--- config.mk ---
export PLATFORM = sky130hd
export DESIGN_NAME = run_counter
export DESIGN_NICKNAME = d
export VERILOG_FILES = /design/src/rtl/pulse_frame_checker_run_counter.sv
export SDC_FILE = /design/constraint.sdc
export NUM_CORES = 1
export LEC_CHECK = 0
export ABC_AREA = 1
export BUFFER_PORTS_ARGS = -buffer_cell sky130_fd_sc_hd__buf_2
export CAP_MARGIN = 20
export CELL_PAD_IN_SITES_DETAIL_PLACEMENT = 0
export CELL_PAD_IN_SITES_GLOBAL_PLACEMENT = 1
export CORE_AREA = 3 3 40 42
export DETAILED_ROUTE_END_ITERATION = 16
export DIE_AREA = 0 0 43 45
export PLACE_DENSITY_LB_ADDON = 0.1
export SLEW_MARGIN = 20
export SYNTH_ARGS = -nofsm -noshare
export SYNTH_HDL_FRONTEND = slang
export SYNTH_SLANG_ARGS = --single-unit
--- constraint.sdc ---
create_clock -name clk -period 1.3 [get_ports clk]
set_input_delay 0.26 -clock clk [delete_from_list [all_inputs] [get_ports clk]]
set_output_delay 0.26 -clock clk [all_outputs]
set_load 0.02 [all_outputs]
--- src/rtl/pulse_frame_checker_run_counter.sv ---
// Saturating run-length counter with synchronous clear and load-to-one.
module run_counter #(
   parameter int unsigned W   = 2,
   parameter int unsigned MAX = 3
) (
   input  logic         clk,
   input  logic         rst,
   input  logic         load1,
   input  logic         inc,
   input  logic         clr,
   output logic [W-1:0] cnt
);

   localparam logic [W-1:0] MAX_C = W'(MAX);

   always_ff @(posedge clk or posedge rst) begin
      if (rst) begin
         cnt <= '0;
      end else if (clr) begin
         cnt <= '0;
      end else if (load1) begin
         cnt <= W'(1);
      end else if (inc && (cnt != MAX_C)) begin
         cnt <= cnt + W'(1);
      end
   end

endmodule

; Word-level counts from Yosys, hierarchy flattened
; Index checks and enable logic that the tools add are counted.
[word_totals]
ff_bits = 2
inputBits = 5
elab_cells = 8
[op_classes]
eq_ne = 1
reduce_logical = 2
muxes = 3
add_sub_neg = 1
[ops]
columns = cell, count
row1 = two-way mux 2 bit, 3
row2 = nonzero test 3 bit, 1
row3 = adder 2 x 1 -> 2 bit (second input constant), 1
row4 = != test 2 bit (second input constant), 1
row5 = logical AND 1 bit, 1

; Logic depth before layout (Yosys ltp)
; Gate-level depths: netlist of run 1.
[logic_depth]
depth_word = 5
ltp_mapped = 6
ltp_nobuf = 6

; Least setup slack after synthesis of run 1
; Ideal clock, no wire load.
[synth_timing]
path_type = reg-to-reg
startpoint = register cnt[0]
endpoint = register cnt[1]
synth_period_minus_slack_ps = 1036
slack_ps = 264
t_arrival_ps = 914
stages_incl_launch_ff = 6
setup_ps = 122
required_ps = 1178
n_path_buf = 0
path_cell_list = dfrtp_1 > ha_1 > inv_1 > nand2_1 > nand3_1 > o21ai_1
[synth_between]
elab_chain_cells = 4
elab_cells_between_ends = 7
cone_classes = 1 x add/sub / 1 x eq/ne / 3 x mux / 2 x reduce/logical
[synth_rtl]
columns = item, line
row1 = "start, declared", 11  ; output logic [W-1:0] cnt
row2 = "start signal, assigned", 24  ; cnt <= cnt + W'(1);
row3 = adder 2 x 1 -> 2 bit, 24
row4 = two-way mux 2 bit, 23  ; end else if (inc && (cnt != MAX_C)) begin
row5 = two-way mux 2 bit, 21  ; end else if (load1) begin
row6 = two-way mux 2 bit, 19  ; end else if (clr) begin
; Several ways; a longest one is shown, not always the timed one. The select of a mux whose other input is x is not followed.
; A chain may end at the register's enable or synchronous reset.

; Worst setup path in the final report of run 1
[layout_timing]
startpoint = register cnt[0]
endpoint = output cnt[0]
; No word-level cell between the ends.

==> impl_metrics.toml, run 1 <==
[placement]
io_buffers = 6
dp_cells = 37
place.gp.congestion = 0.563
placed_cell_area_um2 = 168
dp_hpwl_um = 230

[min_path]
hold-path-cell-count = 4
hp-class = "input pin to register"

[clock_tree]
cts_buffer_depth = 2
clkTransAtPathRegs_ps = 30
h-tree-depth = 1
cts_tree = "yes"
cts_root_buf = "clkbuf_4"
post_cts_buffers = 0
cts-buffers-inserted = 3
clock_latency_ps = 220
cts.sinks = 2

[status]
outcome = "complete, no violations"

[sta]
finalCriticalPeriod_ps = 1060
min_period_over_period = 0.812
finalSetupViolCount = 0
tightest_slew_ps = 163
maxSlewViolCount = 0
clock_skew_ps = 0.553
hold_viol_final = 0
fmax_ghz = 0.947
rsz0062_at_grt = "false"
tns_ps = 0
slew_headroom = 0.891

[finish]
final_cells = 41
utilization = 0.156
reg_top3 = "cnt: 2 flops"
fillerInstances = 145
largest_reg_flops = 2
syn_to_final_growth_pct = 68.4
seq_area_um2 = 50.0
drive_gt1_frac = 0.385
top_register = "cnt"
multi_input_area_um2 = 57.6
fin_area_um2 = 200
fin_nets = 34
diodes = 0

[critical_path]
cp-startpoint = "cnt[0]"
path_class = "register to output port"
ff2ff_path_depth = 5
worst_ep_arrival_time_ps = 800
required_ps = 1040
critical_path.max_fanout = 4
max_stage_delay_ps = 400
endpoint = "cnt[0]"
r2r_slack_ps = 300
cp_cell_sequence = "buf_2"
crit_family = "flip-flops"
crit_cells = 1
worstSetupEndpointType = "output port"
r2r_start = "cnt[0]"
slowest_stage = "dfrtp_1"
critPathLaunchType = "register"
crit_buf_inv = 1
worst_r2r_endpoint = "cnt[1]"

[drt]
vias = 130
ant_nets = 0
drt_wl_total_um = 294
routed_via_density = 3.17
drcViolationCount = 0
drtPass1Iterations = 1
drt-initial-drc-count = 0
wl_per_cell_um = 7.17

[power_and_ir_drop]
peakVddDrop_uv = 188
power.leakage_uw = 0.000110
powerDensity_nw_per_um2 = 1210

[die]
die_area_um2 = 1940
initial_core_util = 0.0925
io_pins = 7
die_w_um = 43
num_rows = 13
die_h_um = 45
coreArea_um2 = 1280

[global_route]
grt_start_max_net_pins = 5
grt.busiest_layer = "met4"
grt_use_met1 = 0.0362
grt_pass1_wl_um = 538
antenna_found_initial = 0
overflow = 0
grtUsageTotal = 0.0458
met3_usage = 0.0319
grt_pass1_vias = 140
global_route.usage.met2 = 0.0509

[yosys]
yosysSeqAreaShare = 0.421
syn_area_um2 = 119
synth.most_common_cell = "nand2_1"
ys_warn_count = 0
syn_nets = 22
ys.flop_type = "dfrtp_1"
synth_top_area_share = 0.421
synth_edf_count = 0
synthDistinctLibCells = 8
synthArstFlopShare = 1.00
synthTopCellsByCount = "5 x nand2_1, 3 x inv_1, 2 x dfrtp_1, 2 x nand3_1"
ys_ff_latch = 2
synthCells = 16
yosysTopAreaCell = "dfrtp_1"
synth_area_leaders = "dfrtp_1 42%, nand2_1 16%, ha_1 11%, inv_1 9.5%, nand3_1 8.4%"
avgSynthCellArea_um2 = 7.43

[flow_run]
max-cap-violations = 0
-- area by class of cell --
class / count / share of cell area
repair buffers: 7 / 0.200
flip-flops and latches: 2 / 0.250
well taps: 15 / 0.0938
clock buffers: 3 / 0.112
multi-input cells: 11 / 0.288
inverters: 3 / 0.0562
-- layer usage --
| metal | part of all wire | routed length, µm | vias up |
|---|---|---|---|
| li1 | - | - | 71 |
| met1 | 0.34 | 99 | 51 |
| met2 | 0.48 | 140 | 6 |
| met3 | 0.14 | 40 | 2 |
| met4 | 0.048 | 14 | 0 |
| met5 | 0 | 0 | - |
-- worst min-delay path by stage --
stage | start | endpoint | slack (ps)
finish | clr | cnt[0] | 300
global route | clr | cnt[0] | 330
CTS | clr | cnt[0] | 300
detailed placement | rst | cnt[1] | 120
global placement | rst | cnt[0] | 110
floorplan | rst | cnt[0] | 1
-- per-stage QoR --
stage          worst slack (ps)  power (µW)  hold WS [ps]
2_1_floorplan               264        89.3          1.18
3_3_place_gp                282         105           114
3_5_place_dp                302         104           115
4_1_cts                     226         253           300
5_1_grt                     186         272           329
6_report                    244         242           301
-- report_power, final --
group,total [µW],internal [µW],switching (µW)
combinational,33.8,14.6,19.2
clock,138,102,35.9
sequential,70.9,66.9,3.95
-- logic make-up (layout without fill, tap and decap cells) --
kind of cell / count (synthesis) / after routing / share of synthesized area
simple gates: 8 / 8 / 0.295
buf+inv: 3 / 13 / 0.0947
compound gates: 2 / 2 / 0.0841
flops: 2 / 2 / 0.421
fa+ha+maj: 1 / 1 / 0.105
-- what timing repair did --
item | 4_1_cts | 5_1_grt
resized for setup | 0 | 0
endpoints found under the hold margin | 2 | 0
endpoints found under the setup margin | 0 | 0
hold buffers | 1 | 0
-- layout by cell type (no fill, tap or decap) --
cell type	Yosys	routed
ha_1	1	1
dfrtp_1	2	2
dlygate4sd3_1	0	1
buf_2	0	6
inv_1	3	3
o21ai_1	1	1
nor2_2	1	1
nand3_1	2	2
clkbuf_4	0	3
nand2_1	5	5
a21oi_1	1	1
Note: power is estimated with default switching activity, not from simulation.
==> run 2: changes to the inputs <==
==> constraint.sdc (replaced) <==
create_clock -name clk -period 1.1 [get_ports clk]
set_input_delay 0.22 -clock clk [delete_from_list [all_inputs] [get_ports clk]]
set_output_delay 0.22 -clock clk [all_outputs]
set_load 0.02 [all_outputs]
==> run 2 against run 1 <==
Routed wire length is 9.5% higher. Die area did not move. Combinational power rose by 58%. Worst setup slack got worse by 220 ps. Via count rose by 3.1%. Non-clock buffer count is 1 higher. Total power increased by 22%. Critical path type unchanged. Critical endpoint unchanged. Largest power group unchanged. Highest routed layer is now met3.
==> impl_metrics.toml, run 2 (same netlist as run 1, synthesis figures left out) <==
[sta]
finalWorstSetupSlack_ps = 20.6
finalSetupViolCount = 0
tightest_slew_ps = 165
hold_viol_final = 0
finalCriticalPeriod_ps = 1080
whs_ps = 281
slew_headroom = 0.890
tns_ps = 0
fmax_ghz = 0.926
clock_skew_ps = 0.727
rsz0062_at_grt = "false"
maxSlewViolCount = 0
min_period_over_period = 0.981

[placement]
dp_slack_ps = 121
place.gp.congestion = 0.608
io_buffers = 6
dp_hpwl_um = 276
dp_cells = 38

[drt]
drt_wl_total_um = 322
wl_per_cell_um = 7.67
ant_nets = 0
drtPass1Iterations = 3
vias = 134
drcViolationCount = 0
drt-initial-drc-count = 2
routed_via_density = 3.19

[critical_path]
worst_ep_arrival_time_ps = 860
required_ps = 880
cp_cell_sequence = "buf_4 > buf_6"
slowest_stage = "dfrtp_1"
max_stage_delay_ps = 370
path_class = "register to output port"
crit_family = "flip-flops"
critical_path.max_fanout = 3
worstSetupEndpointType = "output port"
critPathLaunchType = "register"
crit_buf_inv = 2

[finish]
largest_reg_flops = 2
diodes = 0
syn_to_final_growth_pct = 80.0
drive_gt1_frac = 0.407
reg_top3 = "cnt: 2 flops"
top_register = "cnt"
final_cell_mix = "5 x nand2_1, 5 x buf_2, 3 x inv_1, 3 x clkbuf_4"
final_cells = 42
fin_nets = 35

[clock_tree]
cts-buffers-inserted = 3
cts_tree = "yes"
cts_root_buf = "clkbuf_4"
cts.sinks = 2
post_cts_buffers = 0
h-tree-depth = 1
clkTransAtPathRegs_ps = 30
cts_buffer_depth = 2
clock_latency_ps = 220

[global_route]
antenna_found_initial = 0
grt_pass1_wl_um = 510
grt_start_max_net_pins = 5
grtUsageTotal = 0.0425
grt_pass1_vias = 130
overflow = 0

[flow_run]
max-cap-violations = 0

[die]
coreArea_um2 = 1280
initial_core_util = 0.0925
num_rows = 13
io_pins = 7
die_w_um = 43
die_h_um = 45
die_area_um2 = 1940

[power_and_ir_drop]
power.leakage_uw = 0.000117
peakVddDrop_uv = 408
powerDensity_nw_per_um2 = 1380

[status]
outcome = "complete, no violations"

[min_path]
hp-class = "input pin to register"
-- run 2: metrics by stage --
step	util	total power (µW)	instance area, µm²
floorplan	-	106	119
global route	0.167	318	214
detailed placement	0.136	130	175
global placement	0.136	130	175
finish	0.167	296	214
CTS	0.167	313	214
-- run 2: worst min-delay path, cell delays in order --
cell,delay (ps)
buf_2,90
a21oi_1,40
nand2_1,50
nand2_1,50
-- run 2: power by group --
part / internal (µW) / leakage [µW] / total, µW / switching (µW)
clock: 120 / 0.0000138 / 160 / 40.0
sequential: 79.1 / 0.0000260 / 82.2 / 3.10
combinational: 26.1 / 0.0000770 / 53.4 / 27.2
total: 225 / 0.000117 / 296 / 70.3
-- run 2: layout make-up --
class / instances / area (µm²)
Clock buffer: 3 / 22.5
Fill cell: 152 / 1070
Inverter: 3 / 11.3
Multi-Input combinational cell: 11 / 57.6
Sequential cell: 2 / 50.0
Tap cell: 15 / 18.8
Timing Repair Buffer: 8 / 53.8
-- run 2: timing repair --
action / 4_1_cts / 5_1_grt
setup endpoints to repair: 1 / 0
gates resized for setup: 2 / 0
endpoints found under the hold margin: 2 / 0
hold buffers: 1 / 0
-- run 2: worst paths after layout --
kind,from,end,slack (ps),cells past startpoint
setup reg to reg,cnt[1],cnt[0],130,5
max in group asynchronous,rst,cnt[0],600,3
hold / removal,clr,cnt[0],280,4
min in group asynchronous,rst,cnt[1],390,3
setup / recovery,cnt[0],cnt[0],20,2
hold reg to reg,cnt[1],cnt[1],550,2
-- run 2: metal layers --
metal / track usage / wire length (µm) / vias up / share of wire
li1: - / - / 73 / -
met2: 0.0479 / 162 / 4 / 0.50
met1: 0.0482 / 135 / 57 / 0.42
met3: 0.0120 / 23 / 0 / 0.071
met4: 0.0723 / 0 / 0 / 0
met5: 0 / 0 / - / 0
==> run 3: changes to the inputs <==
--- a/config.mk
+++ b/config.mk
@@ -8,8 +8,6 @@
 export ABC_AREA = 1
 export BUFFER_PORTS_ARGS = -buffer_cell sky130_fd_sc_hd__buf_2
 export CAP_MARGIN = 20
-export CELL_PAD_IN_SITES_DETAIL_PLACEMENT = 0
-export CELL_PAD_IN_SITES_GLOBAL_PLACEMENT = 1
 export CORE_AREA = 3 3 40 42
 export DETAILED_ROUTE_END_ITERATION = 16
 export DIE_AREA = 0 0 43 45
==> run 3 against run 2 <==
First-iteration DRC count fell by 100%. Count of clock-buffer cells in the layout did not move. Highest routed layer is now met4. Via count fell by 4.5%. Sequential cell count did not move. Routed wire length fell by 1.6%.
==> impl_metrics.toml, run 3 (same netlist as run 1, synthesis figures left out) <==
[critical_path]
path_class = "register to output port"
ff2ff_path_depth = 5
cp_cell_sequence = "buf_2"
r2r_start = "cnt[0]"
crit_family = "flip-flops"
crit_buf_inv = 1
critPathLaunchType = "register"
critical_path.max_fanout = 4
max_stage_delay_ps = 400
r2r_slack_ps = 100
worst_ep_arrival_time_ps = 800
required_ps = 880
worstSetupEndpointType = "output port"
worst_r2r_endpoint = "cnt[1]"
slowest_stage = "dfrtp_1"

[min_path]
hold-path-cell-count = 4
hp-class = "input pin to register"
min-delay-start = "clr"
holdPathEnd = "cnt[0]"

[global_route]
overflow = 0
grt_pass1_wl_um = 483
met3_usage = 0.0159
grt_use_met1 = 0.0361
grt.busiest_layer = "met4"
global_route.usage.met2 = 0.0479
antenna_found_initial = 0
grtUsageTotal = 0.0416
grt_start_max_net_pins = 5
grt_pass1_vias = 131

[finish]
diodes = 0
final_common_cell = "buf_2"
top_register = "cnt"
drive_gt1_frac = 0.423
final_cell_mix = "6 x buf_2, 4 x nand2_1, 3 x inv_1, 3 x clkbuf_4"
largest_reg_flops = 2
fin_nets = 34
reg_top3 = "cnt: 2 flops"
syn_to_final_growth_pct = 70.5

[clock_tree]
cts.sinks = 2
cts_root_buf = "clkbuf_4"
clock_latency_ps = 220
h-tree-depth = 1
cts_tree = "yes"
clkTransAtPathRegs_ps = 30
cts_buffer_depth = 2
cts-buffers-inserted = 3

[power_and_ir_drop]
peakVddDrop_uv = 260
switching_share = 0.251
p_seq_frac = 0.290
p_comb_frac = 0.143
powerDensity_nw_per_um2 = 1430
p_clk_frac = 0.567
p_int_uw = 218
switching_power_uw = 72.9
power.leakage_uw = 0.000110

[placement]
io_buffers = 6
place.gp.congestion = 0.627
dp_slack_ps = 86.5

[sta]
hold_viol_final = 0
tightest_slew_ps = 171
finalSetupViolCount = 0
finalCriticalPeriod_ps = 1020
slew_headroom = 0.886
tns_ps = 0
finalWorstSetupSlack_ps = 76.3
rsz0062_at_grt = "false"
maxSlewViolCount = 0
min_period_over_period = 0.931
clock_skew_ps = 0.357
fmax_ghz = 0.977

[drt]
ant_nets = 0
drcViolationCount = 0
wl_per_cell_um = 7.73
routed_via_density = 3.12
drt-initial-drc-count = 0
vias = 128
drtPass1Iterations = 1
drt_wl_total_um = 317

[flow_run]
max-cap-violations = 0

[die]
initial_core_util = 0.0925
coreArea_um2 = 1280
num_rows = 13
die_w_um = 43
die_area_um2 = 1940
die_h_um = 45
io_pins = 7

[status]
outcome = "complete, no violations"
[run 3: stage by stage]
stage / power [µW] / cell area, µm² / hold WS (ps) / util / instances
2_1_floorplan: 106 / 119 / -38.8 / - / 16
3_3_place_gp: 124 / 168 / 73.5 / 0.130 / 37
3_5_place_dp: 123 / 168 / 70.0 / 0.130 / 37
4_1_cts: 303 / 200 / 264 / 0.156 / 41
5_1_grt: 309 / 203 / 293 / 0.158 / 41
6_report: 290 / 203 / 267 / 0.158 / 41
[run 3: power groups by stage]
stage	clock, µW	sequential, µW	combinational [µW]
6_report	165	84.3	41.5
5_1_grt	177	84.9	47.8
3_3_place_gp	0	85.4	38.9
4_1_cts	178	84.2	41.1
2_1_floorplan	0	90.3	15.3
3_5_place_dp	0	85.1	38.2
[run 3: worst max path at each step]
stage	start	to	slack, ps	cells past startpoint
detailed placement	cnt[0]	cnt[0]	90	5
CTS	cnt[0]	cnt[0]	60	1
global route	cnt[0]	cnt[0]	30	5
finish	cnt[0]	cnt[0]	80	1
floorplan	cnt[0]	cnt[1]	60	5
global placement	cnt[0]	cnt[0]	70	5
[run 3: repair_timing]
action	in CTS	in global routing
buffers inserted	0	0
setup endpoints to repair	0	1
hold endpoints to repair	2	0
gates resized for setup	0	1
hold buffers	1	0
[run 3: layout make-up]
type / instances / area (µm²)
multi-input cells: 11 / 60.1
well taps: 15 / 18.8
clock buffers: 3 / 22.5
inverters: 3 / 11.3
repair buffers: 7 / 40.0
flip-flops and latches: 2 / 50.0
fillers: 149 / 1080
[run 3: per-layer routing]
layer / share of wire / wire length [µm] / vias up
met5: 0 / 0 / -
met4: 0.047 / 15 / 0
met3: 0.091 / 29 / 2
met2: 0.41 / 129 / 7
met1: 0.45 / 143 / 49
li1: - / - / 70
